[src/rtl/axis_test_pattern_gen_pkg.sv]
// Shared video-stream constants: FSM state encodings and pattern select codes
// used by the AXI-Stream test pattern generator.
package axis_test_pattern_gen_pkg;

  localparam int unsigned STATE_W   = 2;
  localparam int unsigned PATTERN_W = 2;
  localparam int unsigned COUNT_W   = 32;

  typedef enum logic [STATE_W-1:0] {
    ST_IDLE   = 2'd0,
    ST_ACTIVE = 2'd1,
    ST_BLANK  = 2'd2
  } tpg_state_e;

  localparam logic [PATTERN_W-1:0] PAT_COLUMN  = 2'd0;
  localparam logic [PATTERN_W-1:0] PAT_ROW     = 2'd1;
  localparam logic [PATTERN_W-1:0] PAT_CHECKER = 2'd2;
  localparam logic [PATTERN_W-1:0] PAT_FRAME   = 2'd3;

endpackage

[src/rtl/axis_test_pattern_gen.sv]
// AXI-Stream video test pattern generator.
// Emits frames of i_width x i_height pixels (tuser on the first pixel, tlast on
// the last pixel of each line), separated by i_blank_cycles idle cycles.
// Ports:
//   i_axi_clk, i_axi_rst       clock, asynchronous active-high reset
//   i_enable                   frame generation enable (sampled at frame start)
//   i_width, i_height          frame geometry, latched at frame start
//   i_pattern                  pattern select, latched at frame start
//   i_blank_cycles             idle cycles between frames
//   o_axis_out_*, i_axis_out_tready   AXI-Stream master
//   o_frame_count              completed frames (wraps at 2^32)
//   o_busy                     high whenever the FSM is not in IDLE
module axis_test_pattern_gen
  import axis_test_pattern_gen_pkg::*;
#(
  parameter int unsigned AXIS_DATA_WIDTH = 8,
  parameter int unsigned IMG_WIDTH_MAX   = 16,
  parameter int unsigned IMG_HEIGHT_MAX  = 16
) (
  input  logic                       i_axi_clk,
  input  logic                       i_axi_rst,
  input  logic                       i_enable,
  input  logic [IMG_WIDTH_MAX-1:0]   i_width,
  input  logic [IMG_HEIGHT_MAX-1:0]  i_height,
  input  logic [PATTERN_W-1:0]       i_pattern,
  input  logic [COUNT_W-1:0]         i_blank_cycles,
  output logic                       o_axis_out_tuser,
  output logic                       o_axis_out_tvalid,
  output logic                       o_axis_out_tlast,
  input  logic                       i_axis_out_tready,
  output logic [AXIS_DATA_WIDTH-1:0] o_axis_out_tdata,
  output logic [COUNT_W-1:0]         o_frame_count,
  output logic                       o_busy
);

  tpg_state_e                 state, state_next;
  logic [IMG_WIDTH_MAX-1:0]   x, x_next;
  logic [IMG_HEIGHT_MAX-1:0]  y, y_next;
  logic [IMG_WIDTH_MAX-1:0]   width_lat, width_next;
  logic [IMG_HEIGHT_MAX-1:0]  height_lat, height_next;
  logic [PATTERN_W-1:0]       pattern_lat, pattern_next;
  logic [COUNT_W-1:0]         blank_cnt, blank_next;
  logic [COUNT_W-1:0]         count_next;
  logic                       valid_next, user_next, last_next, busy_next;
  logic [AXIS_DATA_WIDTH-1:0] data_next;
  logic                       start_ok, accept, last_x, last_y, begin_frame;

  // Next-state, counters and the next presented beat
  always_comb begin
    state_next   = state;
    x_next       = x;
    y_next       = y;
    width_next   = width_lat;
    height_next  = height_lat;
    pattern_next = pattern_lat;
    blank_next   = blank_cnt;
    count_next   = o_frame_count;
    begin_frame  = 1'b0;
    valid_next   = 1'b0;
    user_next    = 1'b0;
    last_next    = 1'b0;
    data_next    = '0;

    start_ok = i_enable && (i_width != '0) && (i_height != '0);
    accept   = o_axis_out_tvalid && i_axis_out_tready;
    last_x   = (x == width_lat - IMG_WIDTH_MAX'(1));
    last_y   = (y == height_lat - IMG_HEIGHT_MAX'(1));

    case (state)
      ST_IDLE: begin
        if (start_ok) begin_frame = 1'b1;
      end
      ST_ACTIVE: begin
        if (accept) begin
          if (last_x) begin
            x_next = '0;
            y_next = y + IMG_HEIGHT_MAX'(1);
            if (last_y) begin
              // Frame complete; enable is only consulted here, never mid-frame
              y_next     = '0;
              count_next = o_frame_count + COUNT_W'(1);
              if (i_blank_cycles != '0) begin
                state_next = ST_BLANK;
                blank_next = i_blank_cycles - COUNT_W'(1);
              end else if (start_ok) begin
                begin_frame = 1'b1;
              end else begin
                state_next = ST_IDLE;
              end
            end
          end else begin
            x_next = x + IMG_WIDTH_MAX'(1);
          end
        end
      end
      ST_BLANK: begin
        // blank_cnt holds the remaining idle cycles after this one
        if (blank_cnt != '0) begin
          blank_next = blank_cnt - COUNT_W'(1);
        end else if (start_ok) begin
          begin_frame = 1'b1;
        end else begin
          state_next = ST_IDLE;
        end
      end
      default: state_next = ST_IDLE;
    endcase

    if (begin_frame) begin
      state_next   = ST_ACTIVE;
      x_next       = '0;
      y_next       = '0;
      width_next   = i_width;
      height_next  = i_height;
      pattern_next = i_pattern;
    end

    // Beat recomputed from unchanged x/y during a stall, so outputs hold stable
    valid_next = (state_next == ST_ACTIVE);
    busy_next  = (state_next != ST_IDLE);
    if (valid_next) begin
      user_next = (x_next == '0) && (y_next == '0);
      last_next = (x_next == width_next - IMG_WIDTH_MAX'(1));
      case (pattern_next)
        PAT_COLUMN:  data_next = AXIS_DATA_WIDTH'(x_next);
        PAT_ROW:     data_next = AXIS_DATA_WIDTH'(y_next);
        PAT_CHECKER: data_next = (x_next[3] ^ y_next[3]) ? '1 : '0;
        PAT_FRAME:   data_next = AXIS_DATA_WIDTH'(count_next);
        default:     data_next = '0;
      endcase
    end
  end

  // State and registered outputs
  always_ff @(posedge i_axi_clk or posedge i_axi_rst) begin
    if (i_axi_rst) begin
      state             <= ST_IDLE;
      x                 <= '0;
      y                 <= '0;
      width_lat         <= '0;
      height_lat        <= '0;
      pattern_lat       <= '0;
      blank_cnt         <= '0;
      o_frame_count     <= '0;
      o_axis_out_tvalid <= 1'b0;
      o_axis_out_tuser  <= 1'b0;
      o_axis_out_tlast  <= 1'b0;
      o_axis_out_tdata  <= '0;
      o_busy            <= 1'b0;
    end else begin
      state             <= state_next;
      x                 <= x_next;
      y                 <= y_next;
      width_lat         <= width_next;
      height_lat        <= height_next;
      pattern_lat       <= pattern_next;
      blank_cnt         <= blank_next;
      o_frame_count     <= count_next;
      o_axis_out_tvalid <= valid_next;
      o_axis_out_tuser  <= user_next;
      o_axis_out_tlast  <= last_next;
      o_axis_out_tdata  <= data_next;
      o_busy            <= busy_next;
    end
  end

endmodule

[config.mk]
export PLATFORM = sky130hd
export DESIGN_NAME = axis_test_pattern_gen
export DESIGN_NICKNAME = d
export VERILOG_FILES = /design/src/rtl/axis_test_pattern_gen_pkg.sv /design/src/rtl/axis_test_pattern_gen.sv
export SDC_FILE = /design/constraint.sdc
export NUM_CORES = 1
export LEC_CHECK = 0
export CAP_MARGIN = 5
export CORE_ASPECT_RATIO = 2
export CORE_MARGIN = 3
export CORE_UTILIZATION = 45
export DETAILED_ROUTE_END_ITERATION = 12
export GPL_ROUTABILITY_DRIVEN = 0
export PLACE_DENSITY = 0.66
export SYNTH_ARGS = -nofsm -noshare
export SYNTH_HDL_FRONTEND = slang
export SYNTH_SLANG_ARGS = --single-unit
[constraint.sdc]
create_clock -name i_axi_clk -period 9.1 [get_ports i_axi_clk]
set_input_delay 1.82 -clock i_axi_clk [delete_from_list [all_inputs] [get_ports i_axi_clk]]
set_output_delay 1.82 -clock i_axi_clk [all_outputs]
set_load 0.02 [all_outputs]
# Word-level counts from Yosys, hierarchy flattened

Index checks and enable logic that the tools add are counted.

Register bits after elaboration: 144
Input bits: 70
Output and inout bits: 44
Logic and storage cells: 94

Add/subtract/negate cells: 8
Equal/unequal tests: 14
Multiplexer cells: 41
Bitwise logic cells: 1
Reductions and logical operators: 16

Operators by type and width:

| cell                    | number |
|---|---|
| $mux W16                | 10 |
| $mux W32                | 5 |
| $pmux W32 S2            | 1 |
| $reduce_bool A32 Y1     | 2 |
| $sub A32 B1 Y32 const B | 2 |
| $eq A16 B16 Y1          | 3 |
| $mux W8                 | 6 |
| $sub A16 B1 Y16 const B | 3 |
| $add A16 B1 Y16 const B | 2 |
| $add A32 B1 Y32 const B | 1 |
| $logic_not A16 Y1       | 2 |
| $pmux W8 S4             | 1 |
| $reduce_bool A16 Y1     | 2 |
| $mux W2                 | 8 |
| $ne A2 B2 Y1 const B    | 5 |
| $mux W1                 | 8 |
| $eq A2 B1 Y1 const B    | 3 |
| $eq A2 B2 Y1 const B    | 3 |
| $pmux W2 S3             | 1 |
| $reduce_and A6 Y1       | 1 |
| $logic_and A1 B1 Y1     | 4 |
| $logic_not A2 Y1        | 2 |
| $reduce_and A4 Y1       | 1 |
| $reduce_bool A2 Y1      | 2 |
| 2 further kinds         | 2 |

# Logic depth before layout (Yosys ltp)

Depth in word-level cells: 14
Gate-level depth with buffers: 22
Depth with buffers taken out: 18

# Least setup slack after synthesis

No wires, ideal clock.

Kind: input port to flip-flop
From: in i_width[9]
To: reg o_axis_out_tlast
Setup time: 0.101 ns
Arrival time: 6.313 ns
Path slack: 2.686 ns
Cell stages on the path: 15
Path through: or4_1 -> or2_2 -> o41ai_1 -> nor2_1 -> a31oi_2 -> clkbuf_1 -> clkbuf_1 -> buf_1 -> mux2i_1 -> ha_1 -> xor2_1 -> xnor2_1 -> nand4_1 -> or4_1 -> nor4_1

Word-level cells in the longest chain between the ends: 13
Elaborated cells on any way between the ends: 24
Classes of those cells: add/sub: 1; eq/ne: 2; mux: 18; reduce/logical: 3

RTL lines:

| element                           | RTL line                                                                               | text |
|---|---|---|
| from (decl)                       | axis_test_pattern_gen.sv:23                                                            | `input logic [IMG_WIDTH_MAX-1:0] i_width,` |
| $reduce_bool A16 Y1               | axis_test_pattern_gen.sv:64                                                            | `start_ok = i_enable && (i_width != '0) && (i_height != '0);` |
| $logic_and A1 B1 Y1 (2 in series) | axis_test_pattern_gen.sv:64                                                            |  |
| $mux W1                           | axis_test_pattern_gen.sv:71, axis_test_pattern_gen.sv:85, axis_test_pattern_gen.sv:100 |  |
| $mux W1                           | axis_test_pattern_gen.sv:82                                                            | `if (i_blank_cycles != '0) begin` |
| $mux W1                           | axis_test_pattern_gen.sv:78                                                            | `if (last_y) begin` |
| $mux W1                           | axis_test_pattern_gen.sv:75                                                            | `if (last_x) begin` |
| $mux W1                           | axis_test_pattern_gen.sv:74                                                            | `if (accept) begin` |
| $pmux W1 S3                       | axis_test_pattern_gen.sv:69                                                            | `case (state)` |
| $mux W16                          | axis_test_pattern_gen.sv:109                                                           | `if (begin_frame) begin` |
| $sub A16 B1 Y16                   | axis_test_pattern_gen.sv:123                                                           | `last_next = (x_next == width_next - IMG_WIDTH_MAX'(1));` |
| $eq A16 B16 Y1                    | axis_test_pattern_gen.sv:123                                                           |  |
| $mux W1 (*)                       | axis_test_pattern_gen.sv:121                                                           | `if (valid_next) begin` |
| via last_next                     | axis_test_pattern_gen.sv:44                                                            | `logic valid_next, user_next, last_next, busy_next;` |
| to (signal assigned)              | axis_test_pattern_gen.sv:161                                                           | `o_axis_out_tlast <= last_next;` |
| to (decl)                         | axis_test_pattern_gen.sv:29                                                            | `output logic o_axis_out_tlast,` |

Mark *: on every way through the listed nets, which the timed path passes. The rest lies on a longest branch.
A chain may end at the register's enable or synchronous reset.

# Final worst setup path

From: in i_width[2]
To: reg o_axis_out_tdata[5]

Elaborated cells on any way between the ends: 30
Classes of those cells: eq/ne: 4; mux: 21; bitwise: 1; reduce/logical: 4

RTL lines:

| element                               | RTL line                                                                               | text |
|---|---|---|
| $reduce_bool A16 Y1 (*)               | axis_test_pattern_gen.sv:64                                                            |  |
| $logic_and A1 B1 Y1 (*) (2 in series) | axis_test_pattern_gen.sv:64                                                            |  |
| $mux W1 (*)                           | axis_test_pattern_gen.sv:71, axis_test_pattern_gen.sv:85, axis_test_pattern_gen.sv:100 |  |
| $mux W1                               | axis_test_pattern_gen.sv:82                                                            |  |
| $mux W1                               | axis_test_pattern_gen.sv:78                                                            |  |
| $mux W1                               | axis_test_pattern_gen.sv:75                                                            |  |
| $mux W1                               | axis_test_pattern_gen.sv:74                                                            |  |
| $pmux W1 S3 (*)                       | axis_test_pattern_gen.sv:69                                                            |  |
| $mux W2 (*)                           | axis_test_pattern_gen.sv:109                                                           |  |
| via pattern_next[1]                   | axis_test_pattern_gen.sv:41                                                            | `logic [PATTERN_W-1:0] pattern_lat, pattern_next;` |
| $eq A2 B2 Y1 (tied with other cells)  | axis_test_pattern_gen.sv:124                                                           | `case (pattern_next)` |
| $pmux W8 S4 (*)                       | axis_test_pattern_gen.sv:124                                                           |  |
| $mux W8 (*)                           | axis_test_pattern_gen.sv:121                                                           |  |
| via data_next[5]                      | axis_test_pattern_gen.sv:45                                                            | `logic [AXIS_DATA_WIDTH-1:0] data_next;` |
| to (signal assigned)                  | axis_test_pattern_gen.sv:162                                                           | `o_axis_out_tdata <= data_next;` |
| to (decl)                             | axis_test_pattern_gen.sv:31                                                            | `output logic [AXIS_DATA_WIDTH-1:0] o_axis_out_tdata,` |

Marks and branches as above.

==> flow_metrics.env <==
export IMPL_rr_startpoint="width_lat[9]"
export IMPL_yosysTopAreaCellShare=0.357
export IMPL_drt_total_wl_microns=30000
export IMPL_grt_max_degree=93
export IMPL_die_height_microns=218
export IMPL_clockBufferDepth=2
export IMPL_numCtsBuffers=17
export IMPL_synth_edf_count=0
export IMPL_worstMarginPinSlew_ps=1220
export IMPL_syn_to_final_growth_pct=18.4
export IMPL_min_period_ps=7230
export IMPL_synth_area_top_cells="dfrtp_1, xnor2_1, a21oi_1, mux2_2, xor2_1"
export IMPL_drc_errors=0
export IMPL_start_kind="input port"
export IMPL_final_max_slew_violation_count=0
export IMPL_num_antenna_cells=0
export IMPL_detail_route_wl_per_cell_microns=19.8
export IMPL_ant_nets=0
export IMPL_dieArea_sq_mm=0.0244
export IMPL_peakVddDrop_v=0.000131
export IMPL_cts_sinks=144
export IMPL_required_ps=9450
export IMPL_slowest_stage="o41ai_1"
export IMPL_timing_final_crit_share=0.794
export IMPL_drtIter0Drc=521
export IMPL_crit_chain="clkdlybuf4s50_1, nor3_1, nand3_1, o41ai_1, nor3_2, a31oi_4, buf_4, mux2i_2, inv_2, o211ai_1, and3_1, a21oi_1, o21ai_0"
export IMPL_drt_first_pass_iters=5
export IMPL_p_sw_mw=0.731
export IMPL_r2r_slack_ps=3340
export IMPL_grt_overflow_total=0
export IMPL_synthCells=1152
export IMPL_rows=76
export IMPL_worst_path_stages=13
export IMPL_leakage_nw=4.70
export IMPL_root_buffer="clkbuf_16"
export IMPL_setup_worst_path_end_class="flip-flop"
export IMPL_synth_flop_cell="dfrtp_1"
export IMPL_final_common_cell="dfrtp_1"
export IMPL_hold_viol=0
export IMPL_slowest_delay_ps=1120
export IMPL_p_int_mw=1.38
export IMPL_crit_start="i_width[2]"
export IMPL_switching_share=0.346
export IMPL_yosys_warnings=0
export IMPL_fin_skew_ps=10.1
export IMPL_yosysSeqAreaShare=0.357
export IMPL_core_sq_mm=0.0218
export IMPL_via_per_inst=6.15
export IMPL_max_freq_ghz=0.138
export IMPL_seqPwrFrac=0.390
export IMPL_power_density_mw_per_mm2=177
export IMPL_relSlewSlack=0.179
export IMPL_holdBufCountCts=0
export IMPL_synth_async_reset_ratio=1.00
export IMPL_grt_pass1_vias=9245
export IMPL_cp_data_arrival_time_ps=7580
export IMPL_nets=1306
export IMPL_rr_worst_depth=14
export IMPL_critical_path_endpoint="o_axis_out_tdata[5]"
export IMPL_finalSetupViolations=0
export IMPL_hold_path_class="flip-flop to flip-flop"
export IMPL_cts_resized=0
export IMPL_drive_gt1_frac=0.0878
export IMPL_finalPower_mw=2.11
export IMPL_dp_hpwl_microns=22200
export IMPL_grt_use_total=0.247
export IMPL_synth_nets=1229
export IMPL_worstHoldStart="o_frame_count[31]"
export IMPL_antenna_found_initial=0
export IMPL_boundaryPins=114
export IMPL_grt_setup_unrepaired="no"
export IMPL_syn_area_sq_mm=0.0101
export IMPL_htree_levels=4
export IMPL_clock_power_share=0.330
export IMPL_final_setup_tns_ps=0
export IMPL_initial_core_util=0.463
export IMPL_worstSkewPairLatency_ps=450
export IMPL_ys_seq_elements=144
export IMPL_synth_top_area_cell="dfrtp_1"
export IMPL_r2r_end="o_axis_out_tlast"
export IMPL_critPathTopFamily="compound AO/OA/AOI/OAI gates"
export IMPL_worst_path_buf_inv=3
export IMPL_worstPathMaxFanout=54
export IMPL_pwr_share_comb=0.280
export IMPL_port_buffers=113
export IMPL_synth_cell_types=84
export IMPL_post_cts_buffers=0
export IMPL_vias=9317
export IMPL_tritoncts="done"
export IMPL_path_class="input port to flip-flop"
export IMPL_die_w_microns=112
export IMPL_max_cap_viol_count=0
export IMPL_outcome="completed"
export IMPL_grt_pass1_wl_microns=48100
export IMPL_final_cell_mix="dfrtp_1, clkdlybuf4s50_1, a21oi_1, nor2_1, nand2_1"
export IMPL_syn_area_per_cell_sq_um=8.76
export IMPL_path_clk_slew_ps=70
==> cell usage after synthesis, types with 25 or more instances <==
master and n:
dfrtp_1 144, a21oi_1 87, nor2_1 85, nand2_1 69, xnor2_1 65, nor3_1 61, nand3_1 52, xor2_1 41
clkbuf_1 40, mux2_2 36, inv_1 33, o21ai_0 30, o31ai_1 29, nand4_1 26, nor4_1 26, o211ai_1 25
or3_1 25
==> worst min-delay path by stage <==
stage                                    to  slack (ps)  cells after the start
after global placement    o_frame_count[31]         460                      1
final                     o_frame_count[31]         470                      1
after floorplan                blank_cnt[0]         460                      2
after CTS                 o_frame_count[31]         480                      1
after global routing      o_frame_count[31]         480                      1
after detailed placement  o_frame_count[31]         460                      1
==> state kept, by name (all words and copies together), names as in the netlist <==
signal and count:
o_busy 1, o_axis_out_tdata 8, state 2, x 16, width_lat 16, o_axis_out_tvalid 1, y 16, pattern_lat 2
o_axis_out_tlast 1, o_frame_count 32, o_axis_out_tuser 1, height_lat 16, blank_cnt 32
==> routing by layer <==
metal,global-route usage,wire length [microns],vias up
li1,-,-,4454
met1,0.256,11100,4503
met2,0.456,16100,282
met3,0.0450,1280,78
met4,0.143,1550,0
met5,0,0,-
==> metrics by stage <==
stage / cells / setup slack, ps / utilization / hold slack, ps / instance area (sq um)
after global routing: 1514 / 1610 / 0.548 / 481 / 11900
after floorplan: 1152 / 2690 / - / 462 / 10100
after global placement: 1483 / 1700 / 0.522 / 463 / 11400
after detailed placement: 1483 / 1470 / 0.522 / 463 / 11400
after CTS: 1514 / 1950 / 0.548 / 476 / 11900
final: 1514 / 1870 / 0.548 / 472 / 11900
==> worst reg2reg max path, delay by kind of cell, from the launching register on <==
family	cells	cell delay [ps]
simple gates	8	3270
compound gates	3	1260
flops	1	500
xor+xnor	2	370
fa+ha+maj	1	270
==> power groups by stage <==
stage / sequential, mW / clock, mW / combinational, mW
finish: 0.824 / 0.697 / 0.591
global route: 0.835 / 0.736 / 0.643
CTS: 0.822 / 0.713 / 0.591
detailed placement: 0.832 / 0 / 0.587
global placement: 0.833 / 0 / 0.579
floorplan: 0.782 / 0 / 0.434
==> layout make-up <==
type	count	area, sq um
fillers	1992	9840
well taps	273	342
multi-input cells	913	6120
clock inverters	12	136
flip-flops and latches	144	3600
inverters	35	136
clock buffers	19	433
repair buffers	118	1170
==> cells by family after synthesis <==
kind of cell	after synthesis	synth area share
mux	62	0.0668
fa+ha+maj	8	0.00967
xor+xnor	106	0.0920
simple gates	462	0.250
buf+inv	95	0.0384
compound gates	275	0.185
flops	144	0.357
Note: power is estimated with default switching activity, not from simulation.
